[src/rtl/uart_receiver.sv]
// uart_receiver
// -------------
// Receive side of the UART link. Recovers frames of 1 start bit, 8 data bits
// (LSB first), an optional even parity bit and 1 or 2 stop bits from an
// asynchronous serial line. Every received byte is offered through a
// valid/ack handshake together with its parity and framing error flags.
//
// Ports
//   clk          system clock
//   reset        synchronous, active-high reset
//   uart_rx      asynchronous serial input, idle high
//   baudrate     clock cycles per bit; values below 4 behave as 4
//   stop         0/1 -> one stop bit, 2/3 -> two stop bits
//   parity_en    1 = an even parity bit follows the data bits
//   rx_data      received byte
//   rx_valid     rx_data holds a byte the consumer has not yet taken
//   rx_ack       consumer takes rx_data (ignored while rx_valid is low)
//   parity_err   parity mismatch on the byte in rx_data
//   frame_err    a stop bit of the byte in rx_data was sampled low
//   overrun_err  one-cycle pulse: a byte replaced one that was never acked
//   busy         receiver is anywhere other than idle
//
// Configuration is captured when the start edge is seen, so it may change
// freely while a frame is in flight.

module uart_receiver #(
    parameter int SYNC_STAGES = 2
) (
    input  logic        clk,
    input  logic        reset,
    input  logic        uart_rx,
    input  logic [15:0] baudrate,
    input  logic [1:0]  stop,
    input  logic        parity_en,
    output logic [7:0]  rx_data,
    output logic        rx_valid,
    input  logic        rx_ack,
    output logic        parity_err,
    output logic        frame_err,
    output logic        overrun_err,
    output logic        busy
);

    // A single flop gives no metastability protection, so never go below two.
    localparam int STAGES = (SYNC_STAGES < 2) ? 2 : SYNC_STAGES;

    typedef enum logic [2:0] {
        S_IDLE,
        S_START,
        S_DATA,
        S_PARITY,
        S_STOP,
        S_DELIVER,
        S_BREAK
    } state_t;

    state_t            state_q, state_d;
    logic [STAGES-1:0] sync_q, sync_d;
    logic              rx_prev_q, rx_prev_d;
    logic [15:0]       div_q, div_d;
    logic [15:0]       bit_q, bit_d;
    logic [15:0]       baud_q, baud_d;
    logic              two_stop_q, two_stop_d;
    logic              par_en_q, par_en_d;
    logic [7:0]        shift_q, shift_d;
    logic              par_bad_q, par_bad_d;
    logic              frm_bad_q, frm_bad_d;
    logic [7:0]        rx_data_q, rx_data_d;
    logic              rx_valid_q, rx_valid_d;
    logic              parity_err_q, parity_err_d;
    logic              frame_err_q, frame_err_d;
    logic              overrun_q, overrun_d;

    logic              rx_s;
    logic              start_det;
    logic              sample;
    logic              deliver;
    logic [15:0]       baud_eff;
    logic [15:0]       last_stop;

    assign rx_s      = sync_q[STAGES-1];
    assign sync_d    = {sync_q[STAGES-2:0], uart_rx};
    assign rx_prev_d = rx_s;

    // A start edge is a high-to-low transition of the synchronized line.
    // Because rx_prev_q only goes high after the line has been high for a
    // cycle, a line that stays low after BREAK can never look like a start.
    assign start_det = rx_prev_q & ~rx_s;

    assign sample    = (div_q == 16'd0);
    assign baud_eff  = (baudrate < 16'd4) ? 16'd4 : baudrate;
    assign last_stop = two_stop_q ? 16'd1 : 16'd0;

    // Frame sequencer. The divider is loaded with floor(N/2)-1 on the start
    // edge so the first sample lands mid start bit, then reloaded with N-1 at
    // every sample so later samples are exactly N cycles apart.
    always_comb begin
        state_d    = state_q;
        div_d      = div_q;
        bit_d      = bit_q;
        baud_d     = baud_q;
        two_stop_d = two_stop_q;
        par_en_d   = par_en_q;
        shift_d    = shift_q;
        par_bad_d  = par_bad_q;
        frm_bad_d  = frm_bad_q;
        deliver    = 1'b0;

        if (state_q == S_START || state_q == S_DATA ||
            state_q == S_PARITY || state_q == S_STOP) begin
            div_d = sample ? (baud_q - 16'd1) : (div_q - 16'd1);
        end

        case (state_q)
            S_IDLE: begin
                if (start_det) begin
                    state_d    = S_START;
                    baud_d     = baud_eff;
                    two_stop_d = (stop >= 2'd2);
                    par_en_d   = parity_en;
                    div_d      = (baud_eff >> 1) - 16'd1;
                    bit_d      = 16'd0;
                    par_bad_d  = 1'b0;
                    frm_bad_d  = 1'b0;
                end
            end
            S_START: begin
                if (sample) begin
                    state_d = rx_s ? S_IDLE : S_DATA;
                    bit_d   = 16'd0;
                end
            end
            S_DATA: begin
                if (sample) begin
                    shift_d = {rx_s, shift_q[7:1]};
                    bit_d   = bit_q + 16'd1;
                    if (bit_q == 16'd7) begin
                        state_d = par_en_q ? S_PARITY : S_STOP;
                        bit_d   = 16'd0;
                    end
                end
            end
            S_PARITY: begin
                if (sample) begin
                    par_bad_d = (^shift_q) ^ rx_s;
                    state_d   = S_STOP;
                end
            end
            S_STOP: begin
                if (sample) begin
                    frm_bad_d = frm_bad_q | ~rx_s;
                    bit_d     = bit_q + 16'd1;
                    if (bit_q == last_stop) begin
                        state_d = S_DELIVER;
                        deliver = 1'b1;
                    end
                end
            end
            S_DELIVER: begin
                state_d = rx_s ? S_IDLE : S_BREAK;
            end
            S_BREAK: begin
                if (rx_s) begin
                    state_d = S_IDLE;
                end
            end
            default: begin
                state_d = S_IDLE;
            end
        endcase
    end

    // Output handshake. The byte is registered on the edge that enters
    // DELIVER, so rx_valid is already high during the DELIVER cycle, one
    // cycle after the last stop sample. An ack on that same edge retires the
    // old byte, so the new one is accepted cleanly without an overrun.
    always_comb begin
        rx_data_d    = rx_data_q;
        rx_valid_d   = rx_valid_q;
        parity_err_d = parity_err_q;
        frame_err_d  = frame_err_q;
        overrun_d    = 1'b0;

        if (rx_valid_q && rx_ack) begin
            rx_valid_d   = 1'b0;
            parity_err_d = 1'b0;
            frame_err_d  = 1'b0;
        end

        if (deliver) begin
            rx_data_d    = shift_q;
            rx_valid_d   = 1'b1;
            parity_err_d = par_bad_q;
            frame_err_d  = frm_bad_q | ~rx_s;
            overrun_d    = rx_valid_q & ~rx_ack;
        end
    end

    // State register. The synchronizer and edge detector reset to the idle
    // line level so a reset never manufactures a start edge.
    always_ff @(posedge clk) begin
        if (reset) begin
            state_q      <= S_IDLE;
            sync_q       <= '1;
            rx_prev_q    <= 1'b1;
            div_q        <= 16'd0;
            bit_q        <= 16'd0;
            baud_q       <= 16'd4;
            two_stop_q   <= 1'b0;
            par_en_q     <= 1'b0;
            shift_q      <= 8'h00;
            par_bad_q    <= 1'b0;
            frm_bad_q    <= 1'b0;
            rx_data_q    <= 8'h00;
            rx_valid_q   <= 1'b0;
            parity_err_q <= 1'b0;
            frame_err_q  <= 1'b0;
            overrun_q    <= 1'b0;
        end else begin
            state_q      <= state_d;
            sync_q       <= sync_d;
            rx_prev_q    <= rx_prev_d;
            div_q        <= div_d;
            bit_q        <= bit_d;
            baud_q       <= baud_d;
            two_stop_q   <= two_stop_d;
            par_en_q     <= par_en_d;
            shift_q      <= shift_d;
            par_bad_q    <= par_bad_d;
            frm_bad_q    <= frm_bad_d;
            rx_data_q    <= rx_data_d;
            rx_valid_q   <= rx_valid_d;
            parity_err_q <= parity_err_d;
            frame_err_q  <= frame_err_d;
            overrun_q    <= overrun_d;
        end
    end

    assign rx_data     = rx_data_q;
    assign rx_valid    = rx_valid_q;
    assign parity_err  = parity_err_q;
    assign frame_err   = frame_err_q;
    assign overrun_err = overrun_q;
    assign busy        = (state_q != S_IDLE);

endmodule

[config.mk]
export PLATFORM = sky130hd
export DESIGN_NAME = uart_receiver
export DESIGN_NICKNAME = d
export VERILOG_FILES = /design/src/rtl/uart_receiver.sv
export SDC_FILE = /design/constraint.sdc
export NUM_CORES = 1
export LEC_CHECK = 0
export ABC_AREA = 0
export CAP_MARGIN = 20
export CORE_ASPECT_RATIO = 1.75
export CORE_MARGIN = 5
export CORE_UTILIZATION = 45
export CTS_CLUSTER_SIZE = 28
export DETAILED_ROUTE_END_ITERATION = 8
export PLACE_DENSITY_LB_ADDON = 0.08
export SLEW_MARGIN = 25
export SYNTH_ARGS = -nofsm -noshare
export SYNTH_HDL_FRONTEND = slang
export SYNTH_SLANG_ARGS = --single-unit
export TNS_END_PERCENT = 50
[constraint.sdc]
create_clock -name clk -period 7 [get_ports clk]
set_input_delay 1.05 -clock clk [delete_from_list [all_inputs] [get_ports clk]]
set_output_delay 1.05 -clock clk [all_outputs]
set_load 0.01 [all_outputs]
; After elaboration in Yosys (flattened, before gate mapping)
; Index checks and enable logic that the tools add are counted.
[word_totals]
regBits = 78
inputBits = 23
out_inout_bits = 13
word_cells = 100
[classes]
n_addsub = 4
magnitude_cmp = 2
eq_ne = 16
n_mux = 36
bitwise = 7
n_reduce_logical = 19
[ops]
columns = op, n
row1 = $mux W16, 10
row2 = $pmux W16 S4, 1
row3 = $sub A16 B1 Y16 const B, 2
row4 = $mux W3, 10
row5 = $pmux W3 S7, 1
row6 = $add A16 B1 Y16 const B, 1
row7 = $eq A16 B1 Y1, 1
row8 = $eq A16 B3 Y1 const B, 1
row9 = $logic_not A16 Y1, 1
row10 = $lt A16 B3 Y1 const B, 1
row11 = $sub A15 B1 Y16 const B, 1
row12 = $ne A2 B2 Y1 const B, 6
row13 = $mux W1, 11
row14 = $eq A3 B3 Y1 const B, 3
row15 = $reduce_and A8 Y1, 1
row16 = $reduce_xor A8 Y1, 1
row17 = $eq A3 B2 Y1 const B, 2
row18 = $reduce_and A3 Y1, 2
row19 = $reduce_bool A2 Y1, 3
row20 = $reduce_and A5 Y1, 1
row21 = $ne A2 B1 Y1 const B, 2
row22 = $pmux W1 S2, 2
row23 = $reduce_and A2 Y1, 2
row24 = $reduce_bool A4 Y1, 1
row25 = other kinds (12), 17

; Logic depth before layout (Yosys ltp)
[depth]
depth_word = 7
depth_mapped = 12
mapped_depth_nobuf = 11

; Worst setup path before layout
; Ideal clock, no wire load.
[synth_timing]
path_type = input to register
startpoint = in baudrate[14]
endpoint = reg div_q[12]
setup_time_ns = 0.091
t_arrival_ns = 2.664
required_ns = 6.909
setup_slack_ns = 4.245
path_stages = 8
path_buffers = 0
cell_sequence = nor4_1 -> nand2_1 -> o31ai_1 -> ha_1 -> nand4_1 -> xnor2_1 -> o22ai_1 -> a311oi_1
[synth_between]
elab_chain_cells = 5
[synth_lines]
columns = item, line
row1 = "start, declared", 32  ; input logic [15:0] baudrate,
row2 = $lt A16 B3 Y1, 91  ; assign baud_eff = (baudrate < 16'd4) ? 16'd4 : baudrate;
row3 = $mux W16, 91
row4 = $sub A15 B1 Y16, 121  ; div_d = (baud_eff >> 1) - 16'd1;
row5 = $mux W16, 116  ; if (start_det) begin
row6 = $mux W16, 114  ; case (state_q)
row7 = "end signal, assigned", 223  ; div_q <= div_d;
row8 = "end, declared", 60  ; logic [15:0] div_q, div_d;
; No other way between the ends.
; A chain may end at the register's enable or synchronous reset.

; Final worst setup path
; Same ends and word-level chain as after synthesis.

==> reports/qor.yml <==
run_status:
  status: "complete, no violations"
global_route:
  antenna_found_initial: 0
  grt_max_degree: 61
  grt_pass1_vias: 3995
  grt_pass1_wl_um: 19700
  overflow: 0
  track_usage_pct: 20.6
critical_path:
  start_kind: "primary input"
  crit_arrival_ns: 3.92
  max_stage_delay_ns: 0.71
  crit_family: "simple AND/OR/NAND/NOR gates"
  required_ns: 7.25
  crit_chain: "clkdlybuf4s50_1, nor4_1, nand2_1, o31ai_1, ha_1, nand4_1, xnor2_1, o22ai_1, a311oi_1"
  crit_type: "primary input to flip-flop"
  cp_slowest_cell: "nor4_1"
  cp-end-kind: "flip-flop"
  worst-path-max-fanout: 5
  path_buf_inv: 1
power_and_ir_drop:
  p_int_uw: 877
  combPwrFrac_pct: 30.9
  leakagePower_uw: 0.00162
  p_total_uw: 1390
  clkPwrFrac_pct: 32.9
  sw_frac_of_total_pct: 36.9
  power_frac_seq_pct: 36.2
  p_sw_uw: 513
  ir_drop_mv: 0.159
  power_density_nw_per_um2: 276
drt:
  firstDrtPassIters: 4
  first_iter_violations: 227
  drc_errors: 0
  via_per_inst: 5.89
  vias: 4004
  wl_per_cell_um: 17.1
  wirelength_um: 11600
  ant_nets: 0
clock_tree:
  cts_setup_buffers: 0
  clock-sinks: 78
  clk_pin_slew_worst_paths_ns: 0.07
  cts_tree: "yes"
  clk_latency_ns: 0.35
  cts_buffers: 9
  cts_hold_buf: 0
  postCtsResizedCells: 0
  cts_max_level: 3
  cts_root_buf: "clkbuf_16"
  cts_buffer_depth: 2
floorplan:
  ios: 36
  die_y_um: 140
  fp.coreArea_um2: 9470
  die_w_um: 84.2
  rows: 47
  start_util_pct: 45.8
  fp.dieArea_um2: 11800
run:
  drv_cap: 0
synthesis:
  synth_edf_count: 0
  netlist_area_um2: 4340
  synth_flop_cell: "dfxtp_1"
  avgSynthCellArea_um2: 8.17
  synth_cells: 531
  yosysTopAreaCell: "dfxtp_1"
  synth_commonest_cells: "nand2_1, dfxtp_1, nor2_1"
  ys_seq_elements: 78
  yosysWarnings: 0
  yosysMostFrequentCell: "nand2_1"
  seq_area_frac_synth_pct: 36.0
  synth_nets: 557
  synth_top_area_share_pct: 36.0
  synthArstFlopShare_pct: 0
  synth_cell_type_count: 78
  netlist_top_cells_area: "dfxtp_1, nand2_1, a21oi_1"
timing:
  maxSlewHeadroom_pct: 32.6
  worst_pin_slew_ns: 1.01
  setup_viol: 0
  report.final.slew_viol_count: 0
  rsz0062_at_grt: "false"
  period_share_pct: 52.4
  min_period_ns: 3.67
  fin_skew_ns: 0.00863
  hold_violations: 0
  setup-tns-final_ns: 0
  fmax_mhz: 273
cells_and_area:
  drive_above_1_share_pct: 10.4
  num_antenna_cells: 0
  final_net_count: 579
  area_growth_syn_to_layout_pct: 16.0
  fill_cells: 920
placed_design:
  gp_congestion: 0.829
  port_buffers: 34
  dp_hpwl_um: 8310
worst_hold_path:
  hold_path.class: "flip-flop to flip-flop"
[routing by layer]
metal / vias up / global-route usage, % / routed length (µm)
li1: 1976 / - / -
met1: 1940 / 24.3 / 4890
met2: 69 / 35.5 / 6100
met3: 19 / 3.90 / 339
met4: 0 / 9.49 / 310
met5: - / 0 / 0
[final cells by class]
class                           count  area, µm²  area share [%]
Multi-Input combinational cell    417       2620            52.1
Sequential cell                    78       1560            31.0
Timing Repair Buffer               39        373            7.41
Clock buffer                        9        225            4.48
Tap cell                          122        153            3.03
Clock inverter                      7       65.1            1.29
Inverter                            8       30.0           0.597
[cell usage in the layout (no fill, tap or decap), drive strengths merged, types with 3 or more instances in the layout]
cell           Yosys  layout
a31oi             11      11
ha                 3       3
o21a               4       4
inv                7      11
mux2               3       3
nor3              22      22
nand3             13      13
o21ai             14      14
nor4b              4       4
mux2i             11      11
xnor2             26      26
nor4              13      13
or3                7       7
buf               11       6
nor3b              6       6
dfxtp             78      78
nor2b              3       3
xor2               5       5
or2                4       4
nand2b             7       7
a31o               3       3
a211oi             7       7
nor2              54      54
o211ai             8       8
clkbuf            17       9
clkinv             1       3
and4               3       3
o21bai             3       3
a21oi             50      50
and3               4       4
nand4              7       7
nand2             81      81
o22ai              6       6
clkdlybuf4s50      0      33
o31ai              3       3
[through the flow]
step	worst slack [ns]	hold slack (ns)	instance area [µm²]	cells	utilization [%]
6_report	3.33	0.450	5030	680	53.1
5_1_grt	3.15	0.477	5030	680	53.1
4_1_cts	3.36	0.454	5030	680	53.1
3_5_place_dp	3.01	0.443	4740	664	50.1
3_3_place_gp	3.04	0.441	4740	664	50.1
2_1_floorplan	4.24	0.389	4340	531	-
[worst register-to-register path: stages (launching register included)]
cell and delay (ns):
dfxtp_1 0.40, nor2_1 0.16, nand4_2 0.18, nor2_2 0.08, a21oi_1 0.20, ha_1 0.20
nor4b_1 0.55, o211ai_1 0.41, nor3b_1 0.29, mux2_2 0.36, a21oi_1 0.13
[registers in the layout, summed over array words and instances (netlist names)]
signal / count
two_stop_q: 1
bit_q: 16
parity_err: 1
rx_prev_q: 1
div_q: 16
par_en_q: 1
baud_q: 16
overrun_err: 1
sync_q: 2
rx_data: 8
shift_q: 8
state_q: 3
frm_bad_q: 1
rx_valid: 1
frame_err: 1
par_bad_q: 1
[logic make-up after synthesis]
group | share of synthesized area, %
AOI/OAI and AO/OA | 20.9
DFF | 36.0
adders and majority gates | 0.866
and+or+nand+nor | 29.0
xor gates and xnor gates | 6.26
buffers and inverters | 3.66
muxes | 3.32
[power groups by stage]
stage | combinational [µW] | clock (µW) | sequential [µW]
floorplan | 336 | 0 | 500
global placement | 421 | 0 | 511
detailed placement | 428 | 0 | 512
CTS | 430 | 466 | 502
global route | 471 | 487 | 507
finish | 429 | 457 | 503
[path summary, 6_finish.rpt]
| check | start | to | slack [ns] | cells after the start |
|---|---|---|---|---|
| hold reg to reg | sync_q[0]$_SDFF_PP1_ | sync_q[1]$_SDFF_PP1_ | 0.45 | 1 |
| setup reg to reg | div_q[7]$_SDFF_PP0_ | div_q[8]$_SDFF_PP0_ | 3.97 | 10 |
| setup / recovery | baudrate[14] | div_q[12]$_SDFF_PP0_ | 3.33 | 9 |
| hold / removal | sync_q[0]$_SDFF_PP1_ | sync_q[1]$_SDFF_PP1_ | 0.45 | 1 |
(Power assumes the default switching activity.)
